`src/rtl/mult_pkg.sv`:
```
// Shared types and constants for the add-shift multiplier controller.
package mult_pkg;

  typedef enum logic [2:0] {
    IDLE  = 3'd0,
    CLRA  = 3'd1,
    ADD   = 3'd2,
    SHIFT = 3'd3,
    DONE  = 3'd4
  } mult_state_t;

  localparam int MULT_WIDTH = 8;

endpackage

```
`src/rtl/mult_control.sv`:
```
// Sequencer for the signed add-shift multiplier: issues one-cycle datapath strobes
// for WIDTH add/shift iterations, subtracting on the last one, then holds Done.
module mult_control
  import mult_pkg::*;
#(
  parameter int WIDTH = MULT_WIDTH
) (
  input  logic       Clk,
  input  logic       Reset,
  input  logic       Run,
  input  logic       ClearA_LoadB,
  input  logic       M,
  output logic       Clr_Ld,
  output logic       ClrA,
  output logic       Add,
  output logic       Sub,
  output logic       Shift,
  output logic       Busy,
  output logic       Done,
  output logic [2:0] state_dbg
);

  localparam int CW = (WIDTH > 1) ? $clog2(WIDTH) : 1;
  localparam logic [CW-1:0] LAST = CW'(WIDTH - 1);

  mult_state_t   state_q, state_d;
  logic [CW-1:0] cnt_q, cnt_d;

  assign state_dbg = state_q;

  always_ff @(posedge Clk or posedge Reset) begin
    if (Reset) begin
      state_q <= IDLE;
      cnt_q   <= '0;
    end else begin
      state_q <= state_d;
      cnt_q   <= cnt_d;
    end
  end

  // Load requests outrank Run in IDLE; the last SHIFT ends the sequence so cnt never wraps.
  always_comb begin
    state_d = state_q;
    cnt_d   = cnt_q;
    case (state_q)
      IDLE: begin
        if (!ClearA_LoadB && Run) state_d = CLRA;
      end
      CLRA: begin
        cnt_d   = '0;
        state_d = ADD;
      end
      ADD: state_d = SHIFT;
      SHIFT: begin
        if (cnt_q == LAST) begin
          state_d = DONE;
        end else begin
          cnt_d   = cnt_q + CW'(1);
          state_d = ADD;
        end
      end
      DONE: begin
        if (!Run) state_d = IDLE;
      end
      default: state_d = IDLE;
    endcase
  end

  // Reset gates every strobe so nothing reaches the datapath while it is held.
  always_comb begin
    Clr_Ld = 1'b0;
    ClrA   = 1'b0;
    Add    = 1'b0;
    Sub    = 1'b0;
    Shift  = 1'b0;
    Busy   = 1'b0;
    Done   = 1'b0;
    if (!Reset) begin
      case (state_q)
        IDLE: Clr_Ld = ClearA_LoadB;
        CLRA: begin
          ClrA = 1'b1;
          Busy = 1'b1;
        end
        ADD: begin
          Busy = 1'b1;
          if (M) begin
            if (cnt_q == LAST) Sub = 1'b1;
            else               Add = 1'b1;
          end
        end
        SHIFT: begin
          Shift = 1'b1;
          Busy  = 1'b1;
        end
        DONE: Done = 1'b1;
        default: ;
      endcase
    end
  end

endmodule

```
`config.mk`:
```
export PLATFORM = sky130hd
export DESIGN_NAME = mult_control
export DESIGN_NICKNAME = d
export VERILOG_FILES = /design/src/rtl/mult_pkg.sv /design/src/rtl/mult_control.sv
export SDC_FILE = /design/constraint.sdc
export NUM_CORES = 1
export LEC_CHECK = 0
export ABC_AREA = 1
export CORE_AREA = 5 5 42 44
export DETAILED_ROUTE_END_ITERATION = 12
export DIE_AREA = 0 0 47 49
export GPL_ROUTABILITY_DRIVEN = 0
export RECOVER_POWER = 50
export SETUP_SLACK_MARGIN = 0.1
export SYNTH_ARGS = -nofsm -noshare
export SYNTH_HDL_FRONTEND = slang
export SYNTH_SLANG_ARGS = --single-unit
```
`constraint.sdc`:
```
create_clock -name Clk -period 1.74 [get_ports Clk]
set_clock_uncertainty 0.15 [all_clocks]
set_input_delay 0.174 -clock Clk [delete_from_list [all_inputs] [get_ports Clk]]
set_output_delay 0.174 -clock Clk [all_outputs]
set_load 0.005 [all_outputs]
```
* Word-level counts from Yosys, hierarchy flattened *
Index checks and enable logic that the tools add are counted.

storage, ports and cells
  flip-flop bits (word level) = 6
  bits of input ports = 5
  output and inout port bits = 10
  logic and storage cells = 42

operators by class
  $add $sub $neg = 1
  equality and inequality tests = 8
  muxes and demuxes = 24
  reductions and logical operators = 7

operator list
  cell                                            number
  2-to-1 mux 1 bit                                18
  one-hot mux 3 bit (5 select lines)              1
  2-to-1 mux 3 bit                                4
  == test 3 x 2 -> 1 bit (second input constant)  2
  == test 3 bit (second input constant)           2
  inequality test 2 bit (second input constant)   3
  one-hot mux 3 bit (2 select lines)              1
  AND reduction 2 bit                             2
  adder 3 x 1 -> 3 bit (second input constant)    1
  == test 3 x 1 -> 1 bit (second input constant)  1
  zero test 3 bit                                 1
  OR reduction 3 bit                              1
  nonzero test 2 bit                              1
  logical AND 1 bit                               1
  zero test 1 bit                                 1

* Logic depth before layout (Yosys ltp) *
Gate-level depths: netlist (run 1).

  word-level depth = 5
  mapped depth = 6
  mapped depth without buffers = 6

* Least setup slack after synthesis (run 1) *
No wires, ideal clock.

  kind = reg2reg
  start point = reg cnt_q[0]
  end point = reg cnt_q[2]
  data arrival time = 1061 ps
  data required time = 1473 ps
  setup slack = 412 ps
  stages on the path, launching flop included = 7
  buffers on the path = 0
  path through = dfrtp_1 -> ha_1 -> ha_1 -> inv_1 -> o21ai_2 -> nand2_1 -> nand2_1

on the way
  cells in the longest elaborated chain, start to end = 3

ends and longest elaborated chain
  what                                                                       RTL line                                text
  start, declared                                                            mult_control.sv:27                      logic [CW-1:0] cnt_q, cnt_d;
  start signal, assigned                                                     mult_control.sv:37                      cnt_q <= cnt_d;
  adder 3 x 1 -> 3 bit or == test 3 bit (tied branches)                      mult_control.sv:58, mult_control.sv:55
  2-to-1 mux 3 bit or inequality test 2 bit (tied branches)                  --
  one-hot mux 3 bit (2 select lines) or AND reduction 2 bit (tied branches)  --

Parallel ways exist; a longest one is shown, timed or not. The select of a mux whose other input is x is not followed.
A chain may end at the register's enable or synchronous reset.

* Final worst setup path (run 1) *
  start point = in Reset
  end point = out Busy

on the way
  cells in the longest elaborated chain, start to end = 1

ends and longest elaborated chain
  what              RTL line            text
  start, declared   mult_control.sv:9   input logic Reset,
  2-to-1 mux 1 bit  mult_control.sv:78  if (!Reset) begin
  end, declared     mult_control.sv:18  output logic Busy,

Every way passes these cells.

==> results of run 1 <==
[tightest hold or removal path: cells and delay by family]
kind     cells  cell delay [ns]
buf+inv      3             0.94
[cell type report]
class / instances / area [µm²] / area share (%)
tap: 16 / 20.02 / 3.095
multi-input combinational: 37 / 227.7 / 35.20
clock buffer: 3 / 22.52 / 3.482
sequential: 6 / 152.6 / 23.60
inverter: 6 / 22.52 / 3.482
timing repair buffer: 26 / 201.4 / 31.14
[stage by stage]
step                      setup WS, ns  hold slack, ns  std cells  cell area, µm²  total power (µW)
after detailed placement      -0.08153          0.3440         86           579.3             632.8
after CTS                      0.08308          0.1231         94           649.4             876.6
final                           0.1203          0.3206         94           646.9             886.0
after global routing           0.03748          0.3787         94           646.9             976.3
after floorplan                 0.4124         -0.1769         49           366.6             421.7
after global placement        -0.05100          0.3324         86           579.3             628.3
[flip-flops by register name, summed over array words and instances, names as in the netlist]
name       cells
state_dbg      3
cnt_q          3
[metal layers]
layer | track usage (%) | wire length [µm] | share of wire [%]
met1 | 13.87 | 445 | 43
met2 | 15.61 | 489 | 47
met3 | 2.583 | 68 | 6.6
met4 | 8.295 | 27 | 2.6
met5 | 0 | 0 | 0
[path summary, 6_finish.rpt]
| path | from | end | slack (ns) | cells past startpoint |
|---|---|---|---|---|
| min in group Clk | cnt_q[1]$_DFFE_PP0P_ | cnt_q[1]$_DFFE_PP0P_ | 0.35 | 2 |
| max in group asynchronous | Reset | state_dbg[1]$_DFFE_PP0P_ | 0.84 | 3 |
| min reg2reg | cnt_q[1]$_DFFE_PP0P_ | cnt_q[1]$_DFFE_PP0P_ | 0.35 | 2 |
| max | Reset | Busy | 0.12 | 4 |
| max reg2reg | cnt_q[1]$_DFFE_PP0P_ | cnt_q[0]$_DFFE_PP0P_ | 0.16 | 7 |
| min | Reset | state_dbg[2]$_DFFE_PP0P_ | 0.32 | 3 |
[report_power, final]
part / internal (µW) / leakage [µW] / switching (µW)
combinational: 280 / 0.000252 / 228
clock: 77.9 / 0.0000138 / 48.7
sequential: 193 / 0.0000742 / 58.8
total: 551 / 0.000340 / 335
[placed cells by master (no fill, tap or decap)]
master / netlist / layout
buf_4: 0 / 8
buf_2: 0 / 2
clkbuf_2: 0 / 3
nor3_1: 3 / 1
nor2_1: 7 / 4
clkbuf_4: 0 / 3
o21ai_2: 2 / 1
nor2_4: 0 / 2
ha_1: 3 / 2
buf_6: 0 / 2
nand3b_1: 1 / 1
o21ai_1: 0 / 1
dfrtp_2: 0 / 2
ha_2: 0 / 1
nand3_1: 4 / 4
nand2_1: 15 / 14
inv_2: 0 / 1
nand2_4: 0 / 1
clkdlybuf4s50_1: 0 / 5
dlygate4sd2_1: 0 / 3
dlygate4sd3_1: 0 / 1
nor3_2: 0 / 2
nor2_2: 1 / 2
dfrtp_1: 6 / 4
a21boi_0: 1 / 1
inv_1: 6 / 5
clkbuf_1: 0 / 2
[cells by family after synthesis]
family                   synth area share [%]
AND/OR/NAND/NOR                         35.84
adder cells (fa/ha/maj)                 10.24
AO/OA/AOI/OAI                           6.828
buffers and inverters                   6.143
flip-flops                              40.95
[repair_timing]
item | CTS | global route
setup buffers | 5 | 0
setup endpoints to repair | 7 | 6
pin swaps | 1 | 4
resized for setup | 25 | 10
==> summary.txt, run 1 <==
Status
  – Status: finished, final reports clean

Logic synthesis
  – Cells after Synth: 49
  – Post-synth top area share: 40.96%
  – Syn nets: 57
  – Post-synthesis sequential area ratio: 40.96%
  – Number of flops mapped to enable cells by yosys: 0
  – Commonest cells in the netlist: nand2_1, nor2_1, dfrtp_1, inv_1, nand3_1
  – Syn Area/Cell: 7.482 µm²
  – Post-synth ARST share: 100.0%
  – Dominant synthesized flop cell: dfrtp_1
  – Seq cells post-synth: 6
  – Warnings from Yosys: 0
  – Top-count cell post-synth: nand2_1
  – Area leader, netlist: dfrtp_1
  – Synth top area cells: dfrtp_1, nand2_1, ha_1
  – Synth unique cells: 11
  – Syn Std Cell Area: 366.6 µm²

Drt
  – DR WL/cell: 10.96 µm
  – Vias: 403
  – DRC violation count after routing: 0
  – Routed Antenna Nets: 0
  – DRT iter0 DRCs: 6
  – Drt pass-1 iters: 2
  – DRT Wirelength: 1030 µm
  – Via/cell ratio: 4.287

Timing
  – Post-layout min period: 1.620 ns
  – Achievable Freq: 617.4 MHz
  – Slew Limit Headroom: 76.43%
  – Hold Fails Final Rpt: 0
  – Endpoints failing setup: 0
  – Max-slew violation count: 0
  – Crit share post-route: 93.09%
  – RSZ-0062 raised after global routing: true
  – Total negative slack: 0 ns
  – Worst Tran Pin Value: 0.3536 ns

Critical path
  – Critical Path Start Type: input port
  – CP peak stage delay: 0.56 ns
  – CP delay by family, top: buffers and inverters
  – Cell breakdown of the critical path: dlygate4sd3_1, buf_4, nor3_1, dlygate4sd2_1
  – Buf/Inv on CP: 3
  – Setup Crit Path Kind: in2out
  – Critical path's slowest cell: dlygate4sd3_1
  – Critical Path End Type: output port
  – Worst Path Arrival: 1.30 ns
  – Crit path required time: 1.42 ns
  – CP Max Fanout: 5

Clock network
  – Num Clock Sinks: 6
  – Root buffer cell: clkbuf_4
  – CTS tree: yes
  – H-Tree Depth: 1
  – Clk_lat worst skew: 0.24 ns
  – # hold bufs at CTS: 0
  – Clk slew on worst S/H paths: 0.04 ns
  – Number of CTS-inserted buffers: 3
  – CTS max path bufs: 2

Power and ir drop
  – PD cells: 1370 mW/mm²
  – Leak: 0.0003395 µW
  – Peak VDD IR: 0.6302 mV

Floorplanning
  – Die X: 47 µm
  – Die Y-Extent: 49 µm
  – Initial Utilization: 26.16%
  – I/O pins: 15
  – Die area: 0.002303 mm²
  – Row count: 14
  – Core box area: 0.001401 mm²

Global route
  – First-pass GRT wire length: 1773 µm
  – Largest net degree at the start of global routing: 7
  – Global Route Usage Sum: 11.05%
  – Number of global-route vias before repair: 415
  – Antenna violations before repair: 0
  – Total grt overflow: 0

Place
  – Port Buffers: 14
  – HPWL Detailed: 784.7 µm

Cells and area
  – Layout cells sized above 1: 38.46%
  – Final Core Density: 46.16%
  – Fillers: 152
  – # diodes: 0
  – Fin nets: 88
  – Area delta synth->final: 76.45%

Flow run
  – Max Cap Viol: 0

Worst hold path
  – Worst min path class: in2async
No activity file was read; power rests on OpenSTA's default activity.
==> run 2, diff against run 1 <==
HOLD_SLACK_MARGIN = 0.08   (was not set)
==> results of run 2 <==
Final layout, timing and power as in run 1 (identical DEF).
==> run 3, diff against run 2 <==
CORE_AREA = 8 8 45 47   (was 5 5 42 44)
DIE_AREA = 0 0 53 55   (was 0 0 47 49)
==> summary.txt, run 3 (synthesized netlist as in run 1, its figures left out) <==
Status
  – Status: finished, final reports clean

Timing
  – Worst Tran Pin Value: 0.3390 ns (-0.01458 ns)
  – Final WS setup: 0.05062 ns (-0.06969 ns)
  – Hold Fails Final Rpt: 0 (unchanged)
  – RSZ-0062 raised after global routing: true
  – Endpoints failing setup: 0 (unchanged)
  – Total negative slack: 0 ns (unchanged)
  – Hold slack: 0.3442 ns (+0.02357 ns)
  – Crit share post-route: 97.09% (+4.0 points)
  – Achievable Freq: 591.9 MHz (-4.1%)
  – Slew Limit Headroom: 77.40% (+0.97 points)
  – Max-slew violation count: 0 (unchanged)
  – Post-layout min period: 1.689 ns (+0.06969 ns)

Drt
  – Drt pass-1 iters: 2 (unchanged)
  – DRC violation count after routing: 0 (unchanged)
  – DRT iter0 DRCs: 3 (-3)
  – Via/cell ratio: 4.350 (+1.5%)
  – DR WL/cell: 12.38 µm (+13%)
  – DRT Wirelength: 1238 µm (+20%)
  – Vias: 435 (+7.9%)
  – Routed Antenna Nets: 0 (unchanged)

Cells and area
  – # diodes: 0 (unchanged)
  – Most frequent cells in the layout: nand2_1, buf_4, inv_1, clkdlybuf4s50_1, nor2_1
  – Area delta synth->final: 96.25%
  – Layout cells sized above 1: 45.24% (+6.8 points)
  – Fin nets: 94 (+6.8%)

Clock network
  – Number of CTS-inserted buffers: 3 (unchanged)
  – # hold bufs at CTS: 0 (unchanged)
  – Num Clock Sinks: 6 (unchanged)
  – CTS tree: yes
  – Clk slew on worst S/H paths: 0.04 ns (about the same)
  – Root buffer cell: clkbuf_4
  – Clk_lat worst skew: 0.24 ns (about the same)
  – H-Tree Depth: 1 (unchanged)
  – CTS max path bufs: 2 (unchanged)

Flow run
  – Max Cap Viol: 0 (unchanged)

Global route
  – Antenna violations before repair: 0 (unchanged)
  – First-pass GRT wire length: 1745 µm (-1.6%)
  – Number of global-route vias before repair: 408 (-1.7%)
  – Global Route Usage Sum: 8.512% (-2.5 points)
  – Total grt overflow: 0 (unchanged)
  – Largest net degree at the start of global routing: 7 (unchanged)

Floorplanning
  – Initial Utilization: 26.49% (+0.33 points)
  – Core box area: 0.001384 mm² (-1.2%)
  – I/O pins: 15 (unchanged)
  – Row count: 14 (unchanged)
  – Die area: 0.002915 mm² (+27%)
  – Die X: 53 µm (+13%)
  – Die Y-Extent: 55 µm (+12%)

Critical path
  – Worst Setup EP: Busy
  – Critical Path End Type: output port
  – R2R Path End: cnt_q[0]$_DFFE_PP0P_
  – R2r setup slk: 0.18 ns (+0.02 ns)
  – R2R depth: 7 (unchanged)
  – Setup Crit Path Kind: reg2out
  – CP Max Fanout: 4 (-1)
  – Worst Path Arrival: 1.37 ns (+0.07 ns)
  – Crit path required time: 1.42 ns (about the same)
  – Critical Path Start Type: flop
  – Worst Setup SP: state_dbg[2]$_DFFE_PP0P_
  – Worst r2r src: cnt_q[1]$_DFFE_PP0P_

Power and ir drop
  – Peak VDD IR: 0.5843 mV (-7.3%)
  – PD cells: 1333 mW/mm² (-2.7%)
  – Leak: 0.0003861 µW (+14%)

Place
  – Post-Place Worst Slack: -0.09662 ns (-0.01508 ns)
  – HPWL Detailed: 770.8 µm (-1.8%)
  – Port Buffers: 14 (unchanged)

Worst hold path
  – Worst min path class: reg2reg
run 3: cell type report:
type	count	area, µm²
Clock buffer	3	22.52
Fill cell	152	664.4
Inverter	6	22.52
Multi-Input combinational cell	37	245.2
Sequential cell	6	153.9
Tap cell	16	20.02
Timing Repair Buffer	32	255.2
run 3: what timing repair did:
action | 4_1_cts | 5_1_grt
endpoints found under the setup margin | 7 | 6
pin swaps | 3 | 5
hold endpoints to repair | 0 | 0
buffers inserted | 6 | 5
gates resized for setup | 19 | 19
run 3: power by group:
part           internal (µW)  switching [µW]  leakage [µW]
clock network           77.9            48.6     0.0000138
logic                    321             262      0.000300
registers                193            55.8     0.0000725
total                    592             367      0.000386
run 3: worst min path at each step:
stage,from,endpoint,slack (ns),depth (start not counted)
6_report,cnt_q[1]$_DFFE_PP0P_,cnt_q[1]$_DFFE_PP0P_,0.34,2
2_1_floorplan,Reset,cnt_q[0]$_DFFE_PP0P_,-0.18,1
5_1_grt,cnt_q[1]$_DFFE_PP0P_,cnt_q[1]$_DFFE_PP0P_,0.36,2
3_5_place_dp,cnt_q[1]$_DFFE_PP0P_,cnt_q[1]$_DFFE_PP0P_,0.33,2
4_1_cts,Reset,state_dbg[1]$_DFFE_PP0P_,0.16,3
3_3_place_gp,cnt_q[1]$_DFFE_PP0P_,cnt_q[1]$_DFFE_PP0P_,0.31,2
run 3: metrics by stage:
step                area [µm²]  instances  utilization (%)  total power, µW
floorplan                366.6         49                -            421.7
global placement         594.3         88            42.95            644.7
detailed placement       594.3         88            42.95            646.6
CTS                      659.4         97            47.65            867.9
global route             719.4        100            51.99             1038
finish                   719.4        100            51.99            959.0
run 3: layer usage:
metal	part of all wire (%)	wire [µm]	track usage (%)
met3	8.3	103	2.941
met4	0.81	10	6.466
met2	53	661	13.87
met1	37	463	8.937
met5	0	0	0
run 3: worst max-delay path: stages, from the launching register on:
cell and delay [ns]:
dfrtp_2 0.44, buf_4 0.14, buf_4 0.13, nor3_1 0.16, dlygate4sd2_1 0.25
